--- config.mk ---
export PLATFORM = sky130hd
export DESIGN_NAME = seq_detect_ctrl
export DESIGN_NICKNAME = d
export VERILOG_FILES = /design/src/rtl/seq_detect_pkg.sv /design/src/rtl/seq_hist_match.sv /design/src/rtl/seq_detect_ctrl.sv
export SDC_FILE = /design/constraint.sdc
export NUM_CORES = 1
export LEC_CHECK = 0
export ABC_AREA = 1
export CELL_PAD_IN_SITES_DETAIL_PLACEMENT = 1
export CELL_PAD_IN_SITES_GLOBAL_PLACEMENT = 1
export CORE_ASPECT_RATIO = 1.4
export CORE_UTILIZATION = 41
export DETAILED_ROUTE_END_ITERATION = 10
export PLACE_DENSITY_LB_ADDON = 0.1
export SYNTH_ARGS = -nofsm -noshare
export SYNTH_HDL_FRONTEND = slang
export SYNTH_SLANG_ARGS = --single-unit
--- constraint.sdc ---
create_clock -name clk -period 3 [get_ports clk]
set_input_delay 0.6 -clock clk [delete_from_list [all_inputs] [get_ports clk]]
set_output_delay 0.6 -clock clk [all_outputs]
set_load 0.005 [all_outputs]
--- src/rtl/seq_detect_pkg.sv ---
// Shared definitions for the bit-serial sequence detector: controller states
// and the constants the controller and its feeders agree on.
package seq_detect_pkg;

  typedef enum logic [1:0] {
    IDLE  = 2'd0,
    SHIFT = 2'd1,
    DONE  = 2'd2
  } state_e;

  localparam logic [3:0] PAT_DEFAULT = 4'b0110;
  localparam logic [7:0] ASCII_V     = 8'h76;

endpackage

--- src/rtl/seq_hist_match.sv ---
// Bit-history register with a fill counter and pattern compare. match_o is
// combinational and reflects the history as it will be after this cycle's shift.
module seq_hist_match #(
  parameter int PAT_W = 4
) (
  input  logic             clk,
  input  logic             rst,
  input  logic             shift_en_i,
  input  logic             bit_i,
  input  logic             clear_i,
  input  logic [PAT_W-1:0] pattern_i,
  output logic             match_o
);

  localparam int LEN_W = $clog2(PAT_W + 1);

  logic [PAT_W-1:0] hist_q, hist_d;
  logic [LEN_W-1:0] len_q, len_d;

  always_comb begin
    hist_d  = hist_q;
    len_d   = len_q;
    match_o = 1'b0;
    if (clear_i) begin
      hist_d = '0;
      len_d  = '0;
    end else if (shift_en_i) begin
      hist_d = {hist_q[PAT_W-2:0], bit_i};
      len_d  = (len_q == LEN_W'(PAT_W)) ? len_q : len_q + 1'b1;
      // A full window is required so that zeros left by reset or a clear
      // never produce a hit on their own.
      match_o = (len_d == LEN_W'(PAT_W)) && (hist_d == pattern_i);
    end
  end

  always_ff @(posedge clk or posedge rst) begin
    if (rst) begin
      hist_q <= '0;
      len_q  <= '0;
    end else begin
      hist_q <= hist_d;
      len_q  <= len_d;
    end
  end

endmodule

--- src/rtl/seq_detect_ctrl.sv ---
// Byte-stream front-end: accepts bytes, serializes them into seq_hist_match and
// counts matches per byte and in total. Define SEQ_DETECT_CTRL_LSB_FIRST_EN to
// serialize LSB first instead of MSB first.
module seq_detect_ctrl
  import seq_detect_pkg::*;
#(
  parameter int               DATA_W  = 8,
  parameter int               PAT_W   = 4,
  parameter logic [PAT_W-1:0] PAT_RST = PAT_W'(PAT_DEFAULT),
  parameter int               TOT_W   = 16
) (
  input  logic                         clk,
  input  logic                         rst,
  input  logic                         cfg_we,
  input  logic [PAT_W-1:0]             cfg_pat,
  input  logic                         flush,
  input  logic                         in_valid,
  input  logic [DATA_W-1:0]            in_data,
  output logic                         in_ready,
  output logic                         out_valid,
  input  logic                         out_ready,
  output logic [$clog2(DATA_W+1)-1:0]  out_hits,
  output logic                         out_any,
  output logic [TOT_W-1:0]             total_hits,
  output logic                         busy
);

  localparam int HIT_W = $clog2(DATA_W + 1);
  localparam int CNT_W = (DATA_W > 1) ? $clog2(DATA_W) : 1;

  state_e            state_q, state_d;
  logic [PAT_W-1:0]  pat_q, pat_d;
  logic [DATA_W-1:0] shift_q, shift_d;
  logic [CNT_W-1:0]  cnt_q, cnt_d;
  logic [HIT_W-1:0]  hits_q, hits_d;
  logic [TOT_W-1:0]  total_q, total_d;

  logic ser_bit;
  logic shift_en;
  logic hist_clear;
  logic hit;

`ifdef SEQ_DETECT_CTRL_LSB_FIRST_EN
  assign ser_bit = shift_q[0];
`else
  assign ser_bit = shift_q[DATA_W-1];
`endif

  seq_hist_match #(
    .PAT_W(PAT_W)
  ) u_hist (
    .clk        (clk),
    .rst        (rst),
    .shift_en_i (shift_en),
    .bit_i      (ser_bit),
    .clear_i    (hist_clear),
    .pattern_i  (pat_q),
    .match_o    (hit)
  );

  always_comb begin
    state_d    = state_q;
    pat_d      = pat_q;
    shift_d    = shift_q;
    cnt_d      = cnt_q;
    hits_d     = hits_q;
    total_d    = total_q;
    shift_en   = 1'b0;
    hist_clear = 1'b0;
    case (state_q)
      IDLE: begin
        // Config and flush land on the same edge as acceptance, so the new
        // byte starts from an empty history and the new pattern.
        if (cfg_we) begin
          pat_d      = cfg_pat;
          hist_clear = 1'b1;
        end
        if (flush) begin
          hist_clear = 1'b1;
        end
        if (in_valid) begin
          shift_d = in_data;
          hits_d  = '0;
          cnt_d   = CNT_W'(DATA_W - 1);
          state_d = SHIFT;
        end
      end
      SHIFT: begin
        shift_en = 1'b1;
`ifdef SEQ_DETECT_CTRL_LSB_FIRST_EN
        shift_d = shift_q >> 1;
`else
        shift_d = shift_q << 1;
`endif
        if (hit) begin
          hits_d = hits_q + 1'b1;
          if (total_q != '1) begin
            total_d = total_q + 1'b1;
          end
        end
        if (cnt_q == '0) begin
          state_d = DONE;
        end else begin
          cnt_d = cnt_q - 1'b1;
        end
      end
      DONE: begin
        if (out_ready) begin
          state_d = IDLE;
        end
      end
      default: begin
        state_d = IDLE;
      end
    endcase
  end

  always_ff @(posedge clk or posedge rst) begin
    if (rst) begin
      state_q <= IDLE;
      pat_q   <= PAT_RST;
      shift_q <= '0;
      cnt_q   <= '0;
      hits_q  <= '0;
      total_q <= '0;
    end else begin
      state_q <= state_d;
      pat_q   <= pat_d;
      shift_q <= shift_d;
      cnt_q   <= cnt_d;
      hits_q  <= hits_d;
      total_q <= total_d;
    end
  end

  assign in_ready   = (state_q == IDLE);
  assign out_valid  = (state_q == DONE);
  assign busy       = (state_q != IDLE);
  assign out_hits   = hits_q;
  assign out_any    = (hits_q != '0);
  assign total_hits = total_q;

endmodule

==> results.txt, run 1 <==
First-pass DRT Iterations -> 7
Yosys reg bits -> 43
Area of the multi-input gates -> 1252 sq um
Num CTS Buffers -> 5
Clk_skew -> 0.01194 ns
CTS clk-pin slew, worst paths -> 0.09 ns
Most common cell after layout, fill and taps aside -> nand2_1
Worst relative slew slack -> 0.5932
Overflow after GRT -> 0
Synthesized net count -> 368
Maximum clock frequency -> 442.8 MHz
RSZ-0062 raised after global routing -> no
Synth warnings -> 0
Dominant cell type by area after synthesis -> dfrtp_1
Largest cells by area after synthesis -> dfrtp_1 (40%), nand2_1 (18%), inv_1 (6.2%)
Vias/cell -> 5.303
Pwr Density -> 701.9 nW/um^2
Pin count of the biggest net entering global routing -> 29
Routed wl met2 -> 3817 um
Total Neg Setup Slack -> 0 ns
Worst-Margin Slew -> 0.6065 ns
Diodes inserted -> 0
Avg Cell Area, Syn -> 7.390 sq um
# DRC -> 0
Util after Layout -> 0.5321
Via Count -> 2429
Worst setup SP type -> register
Final Hold Fails -> 0
DRT antenna net count -> 0
CTS-repair resized insts -> 0
CTS H-tree depth -> 2
Rows -> 33
Critical path arrival -> 1.66 ns
Worst vdd ir -> 0.0002394 V
CTS tree -> done
Initial Util -> 0.4293
Met1 Wirelength -> 2780 um
Outcome -> completed
Count of pins over their slew limit -> 0
Core area -> 5904 sq um
Hold crit path type -> register to register
Later-pin clock latency in the skew report -> 0.30 ns
Yosys top cell area share -> 0.4047
First-pass GRT wire length -> 11240 um
Area Overhead vs Synth -> 23.94%
Aggregate routed wire length -> 6860 um
Die W -> 68.46 um
Sink Count -> 43
Max Buffers Root-to-Sink -> 2
P_leak -> 1.512 nW
IO Pins -> 42
Seq/Total Area, Yosys -> 0.4255
Vias in the first global route -> 2451
Die Footprint -> 6506 sq um
Post-Synthesis Cell Area -> 2535 sq um
Layout cell share with drive strength beyond 1 -> 0.06701
Sequential Area -> 1079 sq um
Initial DRC Count -> 127
Crit path required time -> 2.40 ns
Tmin final -> 2.258 ns
Worst-path maximum fanout -> 6
WL/cell -> 14.98 um
Setup repair bufs after CTS -> 0
Most frequent cells in the layout -> nand2_1 (121), inv_1 (41), dfrtp_1 (41), clkdlybuf4s50_1 (41), nor2_1 (28)
Antenna violations before repair -> 0
# port buffers -> 41
Count of different cell masters after synthesis -> 29
Final cycle utilization of the critical path -> 0.7528
Max Cap Violations -> 0
WS Path Type -> register to output port
# hold bufs at CTS -> 0
Final setup fails -> 0
Post-DP HPWL -> 5080 um
Cells after synthesis -> 343
DR top layer -> met4
Fill cells -> 772
RD Place Congestion -> 0.8049
Root Buffer -> clkbuf_8
Total power -> 2.205 mW
Fin nets -> 412
Gr usage total -> 0.2317
Crit path capture type -> output port
Routed wl met3 -> 190 um
Die Span Y -> 95.04 um
[layout make-up]
| type | count | area share |
|---|---|---|
| clock buffers | 6 | 0.02310 |
| repair buffers | 43 | 0.1354 |
| flip-flops and latches | 43 | 0.3433 |
| multi-input cells | 250 | 0.3986 |
| well taps | 70 | 0.02788 |
| clock inverters | 2 | 0.01912 |
| inverters | 44 | 0.05257 |
[critical path, stage by stage (launching register included)]
cell	delay, ns
dfrtp_1	0.42
nor2_1	0.36
clkdlybuf4s50_1	0.58
[worst paths after layout]
path	start	end	slack (ns)	cells past startpoint
min in group asynchronous	rst	total_hits[9]	0.60	2
min reg2reg	pat_q[2]	pat_q[2]	0.51	2
max reg2reg	u_hist.len_q[0]	total_hits[11]	1.16	10
max	state_q[0]	in_ready	0.74	2
max in group asynchronous	rst	pat_q[2]	1.64	3
min	pat_q[2]	pat_q[2]	0.51	2
[synthesized netlist by cell type (all sizes together)]
| cell type | instances |
|---|---|
| inv | 43 |
| a22oi | 2 |
| xnor2 | 2 |
| nand4 | 14 |
| nor2 | 33 |
| clkbuf | 2 |
| clkinv | 1 |
| nor3 | 1 |
| o21ai | 23 |
| dfstp | 2 |
| nand2 | 125 |
| ha | 7 |
| dfrtp | 41 |
| nand3 | 27 |
| a21oi | 5 |
| nand3b | 3 |
| buf | 4 |
| xor2 | 3 |
| o22ai | 5 |
[metrics by stage]
stage / std cells / hold slack [ns] / setup slack [ns] / cell area, sq um
after floorplan: 343 / 0.4600 / 1.401 / 2535
after global placement: 450 / 0.4787 / 1.071 / 3009
after detailed placement: 450 / 0.4932 / 1.043 / 3009
after CTS: 458 / 0.5068 / 0.7239 / 3142
after global routing: 458 / 0.5346 / 0.6154 / 3142
final: 458 / 0.5077 / 0.7415 / 3142
[cells by family (layout without fill, tap and decap cells)]
family,Yosys count,after routing,share of synthesized area
xor+xnor,5,5,0.01728
simple gates,203,203,0.3687
buf+inv,50,95,0.08045
fa+ha+maj,7,7,0.03455
compound gates,35,35,0.07354
flops,43,43,0.4255
[power breakdown]
part / total (mW) / internal (mW) / switching [mW] / leakage, nW
Clock: 0.546 / 0.333 / 0.213 / 0.0654
Sequential: 0.815 / 0.738 / 0.0771 / 0.559
Combinational: 0.845 / 0.289 / 0.556 / 0.888
Total: 2.21 / 1.36 / 0.846 / 1.51
[sequential cells by signal, summed over array words and instances, names as in the netlist]
register / flops
u_hist.hist_q: 3
u_hist.len_q: 3
cnt_q: 3
out_hits: 4
state_q: 2
pat_q: 4
total_hits: 16
shift_q: 8
[metal layers]
layer  vias to the layer above  GRT usage
met3                         6    0.03947
met1                      1203     0.2481
met2                        40     0.4477
met4                         0    0.05903
li1                       1180          -
met5                         -          0
No activity file was read; power rests on OpenSTA's default activity.
==> run 2: changes to the inputs <==
--- a/config.mk
+++ b/config.mk
@@ -9,7 +9,7 @@
 export CELL_PAD_IN_SITES_DETAIL_PLACEMENT = 1
 export CELL_PAD_IN_SITES_GLOBAL_PLACEMENT = 1
 export CORE_ASPECT_RATIO = 1.4
-export CORE_UTILIZATION = 41
+export CORE_UTILIZATION = 38
 export DETAILED_ROUTE_END_ITERATION = 10
 export PLACE_DENSITY_LB_ADDON = 0.1
 export SYNTH_ARGS = -nofsm -noshare
==> constraint.sdc (replaced) <==
create_clock -name clk -period 2.1 [get_ports clk]
set_input_delay 0.42 -clock clk [delete_from_list [all_inputs] [get_ports clk]]
set_output_delay 0.42 -clock clk [all_outputs]
set_load 0.005 [all_outputs]
==> results.txt, run 2 (synthesized netlist as in run 1, its figures left out) <==
Num CTS Buffers -> 5
Dpl cells -> 454
Core area -> 6339 sq um
Initial DRC Count -> 80
Finished Layout Cells -> 463
Crit path capture type -> output port
CTS tree -> done
First-pass DRT Iterations -> 9
DRT antenna net count -> 0
RD Place Congestion -> 0.8278
Fill cells -> 809
Max Cap Violations -> 0
Sink Count -> 43
Diodes inserted -> 0
Die Span Y -> 98.64 um
Via Count -> 2346
Fin nets -> 415
Final Hold Fails -> 0
Root Buffer -> clkbuf_8
Layout cell share with drive strength beyond 1 -> 0.07161
Gr usage total -> 0.2086
CTS clk-pin slew, worst paths -> 0.08 ns
Max reg flops -> 16
IO Pins -> 42
Final cycle utilization of the critical path -> 0.9484
Util after Layout -> 0.4937
Post-DP HPWL -> 4868 um
Pwr Density -> 914.1 nW/um^2
Worst setup SP type -> register
First-pass GRT wire length -> 11550 um
Vias/cell -> 5.067
# DRC -> 4
Most common cell after layout, fill and taps aside -> nand2_1
Outcome -> finished with violations
Rows -> 34
Overflow after GRT -> 0
Later-pin clock latency in the skew report -> 0.30 ns
Antenna violations before repair -> 0
Worst R2R Start -> total_hits[0]
Total power -> 2.861 mW
Die W -> 71.03 um
# port buffers -> 41
P_leak -> 1.507 nW
Worst setup endpoint -> out_any
Hold crit path type -> primary input to async pin
Crit path required time -> 1.68 ns
Pin count of the biggest net entering global routing -> 44
Violated checks -> design-rule violations
Worst R2R Path Depth -> 7
Pre-CTS WS -> 0.1689 ns
CP Cell Sequence -> inv_1 -> ha_1 -> nand2_1 -> clkdlybuf4s50_1
Max Buffers Root-to-Sink -> 2
RSZ-0062 raised after global routing -> no
Vias in the first global route -> 2533
Crit-path slowest cell -> clkdlybuf4s50_1
Max stage delay on crit path -> 0.50 ns
Initial Util -> 0.3999
Tmin final -> 1.992 ns
Count of pins over their slew limit -> 0
Flop-to-flop setup slack -> 0.18 ns
Worst-path maximum fanout -> 5
Clk_skew -> 0.006213 ns
Critical path arrival -> 1.57 ns
Total Neg Setup Slack -> 0 ns
WS Path Type -> register to output port
Worst vdd ir -> 0.0003094 V
Maximum clock frequency -> 502.1 MHz
Crit. Startpoint -> out_hits[0]
Aggregate routed wire length -> 6506 um
Die Footprint -> 7006 sq um
Area Overhead vs Synth -> 23.45%
WL/cell -> 14.05 um
Worst-Margin Slew -> 0.4130 ns
FF-to-FF End -> total_hits[13]
Worst relative slew slack -> 0.7240
Final WS setup -> 0.1084 ns
Final setup fails -> 0
CTS H-tree depth -> 2
Most frequent cells in the layout -> nand2_1 (121), inv_1 (41), dfrtp_1 (41), clkdlybuf4s50_1 (41), nor2_1 (27)
run 2: worst min path at each step:
stage | cells after the start | start | endpoint | slack, ns
floorplan | 2 | pat_q[2] | pat_q[2] | 0.46
global placement | 2 | pat_q[2] | pat_q[2] | 0.47
detailed placement | 2 | pat_q[2] | pat_q[2] | 0.49
CTS | 3 | rst | total_hits[1] | 0.47
global route | 3 | rst | u_hist.len_q[1] | 0.52
finish | 3 | rst | total_hits[1] | 0.47
run 2: worst max-delay path, delay by kind of cell, from the launching register on:
| family | cells | cell delay, ns |
|---|---|---|
| buffers and inverters | 2 | 0.58 |
| DFF | 1 | 0.42 |
| adders and majority gates | 1 | 0.20 |
| and+or+nand+nor | 1 | 0.08 |
run 2: per-stage QoR:
step / hold slack [ns] / instance area (sq um)
final: 0.4665 / 3129
after global routing: 0.5180 / 3129
after CTS: 0.4672 / 3119
after detailed placement: 0.4869 / 3039
after global placement: 0.4747 / 3039
after floorplan: 0.4600 / 2535
run 2: routing by layer:
metal | global-route usage | share of wire | up-vias
met3 | 0.03579 | 0.030 | 9
met1 | 0.2281 | 0.41 | 1114
li1 | - | - | 1190
met5 | 0 | 0 | -
met2 | 0.4009 | 0.54 | 33
met4 | 0.06615 | 0.014 | 0
run 2: report_power, final:
part | total, mW | leakage (nW) | switching [mW] | internal (mW)
combinational | 1.18 | 0.909 | 0.763 | 0.415
sequential | 1.17 | 0.559 | 0.115 | 1.05
clock | 0.514 | 0.0395 | 0.278 | 0.237
run 2: timing repair:
| item | 4_1_cts | 5_1_grt |
|---|---|---|
| endpoints found under the setup margin | 0 | 2 |
| gates resized for setup | 0 | 1 |
| setup buffers | 0 | 1 |
| hold buffers | 0 | 0 |
run 2: area by class of cell:
type	count	area, sq um	area share
inverters	44	165.2	0.05278
well taps	72	90.09	0.02879
multi-input cells	250	1255	0.4010
flip-flops and latches	43	1079	0.3447
clock buffers	8	80.08	0.02559
repair buffers	46	460.4	0.1471
